**config.mk**
```make
export PLATFORM = sky130hd
export DESIGN_NAME = decoder_param_seq_flat
export DESIGN_NICKNAME = d
export VERILOG_FILES = /design/src/rtl/decoder_param_seq_if.sv /design/src/rtl/decoder_param_seq.sv /design/src/flat_wrapper.sv
export SDC_FILE = /design/constraint.sdc
export NUM_CORES = 1
export LEC_CHECK = 0
export BUFFER_PORTS_ARGS = -buffer_cell sky130_fd_sc_hd__buf_2
export CAP_MARGIN = 15
export CORE_AREA = 2 2 39 41
export DETAILED_ROUTE_END_ITERATION = 10
export DIE_AREA = 0 0 41 43
export GPL_TIMING_DRIVEN = 1
export PLACE_DENSITY = 0.74
export SKIP_CTS_REPAIR_TIMING = 1
export SYNTH_ARGS = -nofsm -noshare
export SYNTH_HDL_FRONTEND = slang
export SYNTH_SLANG_ARGS = --single-unit
```
**constraint.sdc**
```tcl
create_clock -name clk -period 3.1 [get_ports clk]
set_input_delay 0.31 -clock clk [delete_from_list [all_inputs] [get_ports clk]]
set_output_delay 0.31 -clock clk [all_outputs]
set_load 0.02 [all_outputs]
```
**src/rtl/decoder_param_seq_if.sv**
```systemverilog
// Command/select bundle between a control FSM and the registered one-hot decoder.
// The master drives the command fields; the slave (decoder) drives the select and status flags.
interface decoder_param_seq_if #(
    parameter int BITS = 2,
    parameter int SIZE = 4
) ();
    logic [BITS-1:0] in_i;
    logic            en_i;
    logic [1:0]      mode_i;
    logic [SIZE-1:0] out_o;
    logic [BITS-1:0] idx_o;
    logic            busy_o;
    logic            err_o;
    logic            drop_o;

    modport master (
        output in_i, en_i, mode_i,
        input  out_o, idx_o, busy_o, err_o, drop_o
    );

    modport slave (
        input  in_i, en_i, mode_i,
        output out_o, idx_o, busy_o, err_o, drop_o
    );
endinterface

```
**src/rtl/decoder_param_seq.sv**
```systemverilog
// Registered one-hot decoder with LEVEL/PULSE/STEP/CLEAR commands.
// Selects are glitch-free flops; the pulse timer is a down-counter that ends on zero.
//
// state   | meaning
// S_IDLE  | no select asserted, commands accepted
// S_LATCH | one-hot of idx held until the next command
// S_PULSE | one-hot of idx held while the counter runs down; commands dropped
module decoder_param_seq #(
    parameter int BITS      = 2,
    parameter int SIZE      = 4,
    parameter int PULSE_LEN = 1,
    parameter int CNT_W     = 4
) (
    input logic                 clk,
    input logic                 rst,
    decoder_param_seq_if.slave  bus
);
    if (SIZE > (1 << BITS)) begin : g_bad_size
        $error("decoder_param_seq: SIZE must not exceed 2**BITS");
    end
    if (PULSE_LEN < 1 || PULSE_LEN > (1 << CNT_W) - 1) begin : g_bad_pulse
        $error("decoder_param_seq: PULSE_LEN must be in 1..2**CNT_W-1");
    end

    localparam logic [1:0]  MODE_LEVEL = 2'b00;
    localparam logic [1:0]  MODE_PULSE = 2'b01;
    localparam logic [1:0]  MODE_STEP  = 2'b10;
    localparam logic [31:0] SIZE_U     = SIZE;

    typedef enum logic [1:0] {S_IDLE, S_LATCH, S_PULSE} state_t;

    state_t          state_q, state_d;
    logic [CNT_W-1:0] cnt_q, cnt_d;
    logic [BITS-1:0] idx_q, idx_d;
    logic [SIZE-1:0] out_q, out_d;
    logic            err_q, err_d;
    logic            drop_q, drop_d;
    logic            in_range;

    assign in_range = (32'(bus.in_i) < SIZE_U);

    always_ff @(posedge clk) begin
        if (rst) begin
            state_q <= S_IDLE;
            cnt_q   <= '0;
            idx_q   <= '0;
            out_q   <= '0;
            err_q   <= 1'b0;
            drop_q  <= 1'b0;
        end else begin
            state_q <= state_d;
            cnt_q   <= cnt_d;
            idx_q   <= idx_d;
            out_q   <= out_d;
            err_q   <= err_d;
            drop_q  <= drop_d;
        end
    end

    always_comb begin
        state_d = state_q;
        cnt_d   = cnt_q;
        idx_d   = idx_q;
        err_d   = 1'b0;
        drop_d  = 1'b0;

        if (state_q == S_PULSE) begin
            if (bus.en_i) begin
                drop_d = 1'b1;
            end
            if (cnt_q == '0) begin
                state_d = S_IDLE;
            end else begin
                cnt_d = cnt_q - CNT_W'(1);
            end
        end else if (bus.en_i) begin
            case (bus.mode_i)
                MODE_LEVEL: begin
                    if (in_range) begin
                        idx_d   = bus.in_i;
                        state_d = S_LATCH;
                    end else begin
                        err_d   = 1'b1;
                        state_d = S_IDLE;
                    end
                end
                MODE_PULSE: begin
                    if (in_range) begin
                        idx_d   = bus.in_i;
                        cnt_d   = CNT_W'(PULSE_LEN - 1);
                        state_d = S_PULSE;
                    end else begin
                        err_d   = 1'b1;
                        state_d = S_IDLE;
                    end
                end
                MODE_STEP: begin
                    // wrap at SIZE-1, not at the natural 2**BITS rollover
                    idx_d   = (idx_q == BITS'(SIZE - 1)) ? '0 : idx_q + BITS'(1);
                    state_d = S_LATCH;
                end
                default: begin
                    state_d = S_IDLE;
                end
            endcase
        end

        out_d = (state_d == S_IDLE) ? '0 : (SIZE'(1) << idx_d);
    end

    assign bus.out_o  = out_q;
    assign bus.idx_o  = idx_q;
    assign bus.busy_o = (state_q == S_PULSE);
    assign bus.err_o  = err_q;
    assign bus.drop_o = drop_q;
endmodule

```
**src/flat_wrapper.sv**
```systemverilog
// flat-port wrapper written by rule: the top's interface ports become plain ports
module decoder_param_seq_flat 
#(
    parameter int BITS      = 2,
    parameter int SIZE      = 4,
    parameter int PULSE_LEN = 1,
    parameter int CNT_W     = 4
)
  (clk, rst, bus_in_i, bus_en_i, bus_mode_i, bus_out_o, bus_idx_o, bus_busy_o, bus_err_o, bus_drop_o);
  decoder_param_seq_if #(.BITS(BITS), .SIZE(SIZE)) bus_i ();
  input logic clk;
  input logic rst;
  input wire logic [$bits(bus_i.in_i)-1:0] bus_in_i;
  input wire logic [$bits(bus_i.en_i)-1:0] bus_en_i;
  input wire logic [$bits(bus_i.mode_i)-1:0] bus_mode_i;
  output wire logic [$bits(bus_i.out_o)-1:0] bus_out_o;
  output wire logic [$bits(bus_i.idx_o)-1:0] bus_idx_o;
  output wire logic [$bits(bus_i.busy_o)-1:0] bus_busy_o;
  output wire logic [$bits(bus_i.err_o)-1:0] bus_err_o;
  output wire logic [$bits(bus_i.drop_o)-1:0] bus_drop_o;
  assign bus_i.in_i = bus_in_i;
  assign bus_i.en_i = bus_en_i;
  assign bus_i.mode_i = bus_mode_i;
  assign bus_out_o = bus_i.out_o;
  assign bus_idx_o = bus_i.idx_o;
  assign bus_busy_o = bus_i.busy_o;
  assign bus_err_o = bus_i.err_o;
  assign bus_drop_o = bus_i.drop_o;
  decoder_param_seq #(.BITS(BITS), .SIZE(SIZE), .PULSE_LEN(PULSE_LEN), .CNT_W(CNT_W)) u_core (.clk(clk), .rst(rst), .bus(bus_i));
endmodule
```
==> reports/results.ini <==
[yosys]
synth-seq-cells=13
synth_enable_flop_cells=0
dominant_cell_type_by_area_after_synthesis=dfxtp_1
ys.flop_type=dfxtp_1
async_flop_share_pct=0
syn_inst=72
synth_commonest_cells=dfxtp_1 (13), nor2_1 (9), a21oi_1 (7)
post-synth-top-count-cell=dfxtp_1
post_synth_instance_area_um2=649
yosys-top-cells-area=dfxtp_1 (40%), ha_1 (5.8%), a21oi_1 (5.4%), nor2_1 (5.2%), o32a_4 (3.5%)
synth_seq_area_share_pct=40.1
postSynthAreaPerCell_um2=9.02
synthesis.nets=82
yosys.area.top_type_share_pct=40.1
synthDistinctLibCells=29
ys.warnings.count=0

[placement]
pre_cts_setup_slack_ps=1520
gp_congestion=0.808
placed_cells=98
numPortBuffers=14
dp_hpwl_um=878

[layout]
synthToLayoutAreaGrowth_pct=13.1
finish.cell_count_without_fillers=102
fin_nets=97
drive_gt1_share_pct=24.4
final_core_util_pct=53.1
antenna_cells=0
multiInputGateArea_um2=334
final-seq-area_um2=260
final.fill_count=134

[sta]
setup-tns-final_ps=0
setup-violations-final=0
fin_crit_ps=1600
rsz0062_at_grt=no
worst_clock_skew_ps=1.98
clock.fmax_ghz=0.625
count_of_final_hold_check_violations=0
finalCritPeriodShare_pct=51.6
final_critical_path_setup_slack_ps=1500
final-max-slew-violation-count=0

[global_route]
grt-ovfl-total=0
grt_pass1_wl_um=1890
grt_start_max_net_pins=11
grt_usage_pct=15.9
initial_antenna_violation_count=0
grt_pass1_vias=474

[floorplan]
fp.dieW_um=41
design.portCount=16
die-area_mm2=0.00176
rows=14
initial_utilization_pct=46.9
die_height_um=43
core-area_mm2=0.00138

[detailed_routing]
vias_post_dr=544
routed_wirelength_um=1180
drc_viols=0
drt_pass1_iterations=2
route.detailed.vias_per_inst=5.33
route.detailed.wl_per_inst_um=11.5
route.antenna.remaining_nets=0
detailedRoute.firstIterationViolations=8

[clock_network]
worst_skew_pair_later_pin_latency_ps=270
htreeDepth=1
path_clk_slew_ps=80
cts_tree=built
clock_tree.buffer_depth=2
ctsRootBufferMaster=clkbuf_4
cts_buf_count=3
cts.sinks=13

[power_and_ir_drop]
design_power_total_w=0.000340
vdd_drop_max_mv=0.237
power_leakage_nw=0.310
p_per_area_mw_per_mm2=463

[setup_path]
crit_type=reg2reg
cp_max_stage_delay_ps=370
worstPathCellList=nand2b_1 > inv_6 > and3_4 > o32a_4 > and3b_1
crit_path_top_delay_cell=o32a_4
arrival_ps=1820
data_required_time_at_the_worst_endpoint_ps=3320
setup.worst_path.end_class=register
critical_path_launch_point_type=register
worstPathMaxFanout=8

[run]
max_cap_violations=0

[run_status]
run_status=complete, no violations

[min_path]
worst_hold_path_type=in2reg

[flip-flops by register name, indices dropped and copies added (netlist names)]
name	count
u_core.bus.drop_o	1
u_core.bus.idx_o	2
u_core.bus.out_o	4
u_core.cnt_q	4
u_core.state_q	2
[final cells by class]
type | count | area share [%]
clock buffers | 4 | 3.58
inverters | 5 | 3.24
multi-input cells | 50 | 45.5
flip-flops and latches | 13 | 35.4
well taps | 16 | 2.73
repair buffers | 14 | 9.54
[report_power, final]
group / total [W] / internal (W) / switching (W) / leakage [nW]
clock network: 0.000104 / 0.0000499 / 0.0000537 / 0.0150
registers: 0.000178 / 0.000174 / 0.00000421 / 0.106
logic: 0.0000576 / 0.0000233 / 0.0000342 / 0.189
total: 0.000340 / 0.000248 / 0.0000922 / 0.310
[cell usage in the layout, fill, tap and decap left out, types with 3 or more instances in the layout]
cell type and count:
a21oi_1 7, buf_2 14, clkbuf_4 3, dfxtp_1 13
ha_1 3, inv_1 4, nand2b_1 3, nor2_1 9
nor3_1 4, o21ai_0 4
[metal layers]
metal / up-vias / global-route usage [%] / wire length (um)
met2: 21 / 22.5 / 510
met5: - / 0 / 0
met1: 235 / 20.8 / 563
li1: 285 / - / -
met4: 0 / 8.67 / 21
met3: 3 / 4.71 / 82
[metrics by stage]
stage | hold WS (ps) | instance area [um^2]
finish | 334 | 734
global route | 348 | 734
CTS | 330 | 734
detailed placement | 481 | 708
global placement | 476 | 708
floorplan | 457 | 649
[kinds of logic after synthesis]
family	count (synthesis)	share of synthesized area, %
AO/OA/AOI/OAI	16	17.0
adder cells (fa/ha/maj)	3	5.78
buffers and inverters	9	8.48
flip-flops	13	40.1
other	1	0.577
AND/OR/NAND/NOR	30	28.1
[worst paths after layout]
path	from	slack, ps	endpoint	cells after the start
setup / recovery	u_core.state_q[0]	1500	u_core.bus.out_o[0]	5
hold / removal	rst	330	u_core.cnt_q[1]	2
setup reg to reg	u_core.state_q[0]	1500	u_core.bus.out_o[0]	5
hold reg to reg	u_core.cnt_q[3]	500	u_core.cnt_q[3]	2
[worst max-delay path: cells and delay by family, from the launching register on]
kind                   cells  cell delay (ps)
AND/OR/NAND/NOR            3              760
AO/OA/AOI/OAI              1              370
buffers and inverters      1               60
flip-flops                 1              360
No activity file was read; power rests on OpenSTA's default activity.
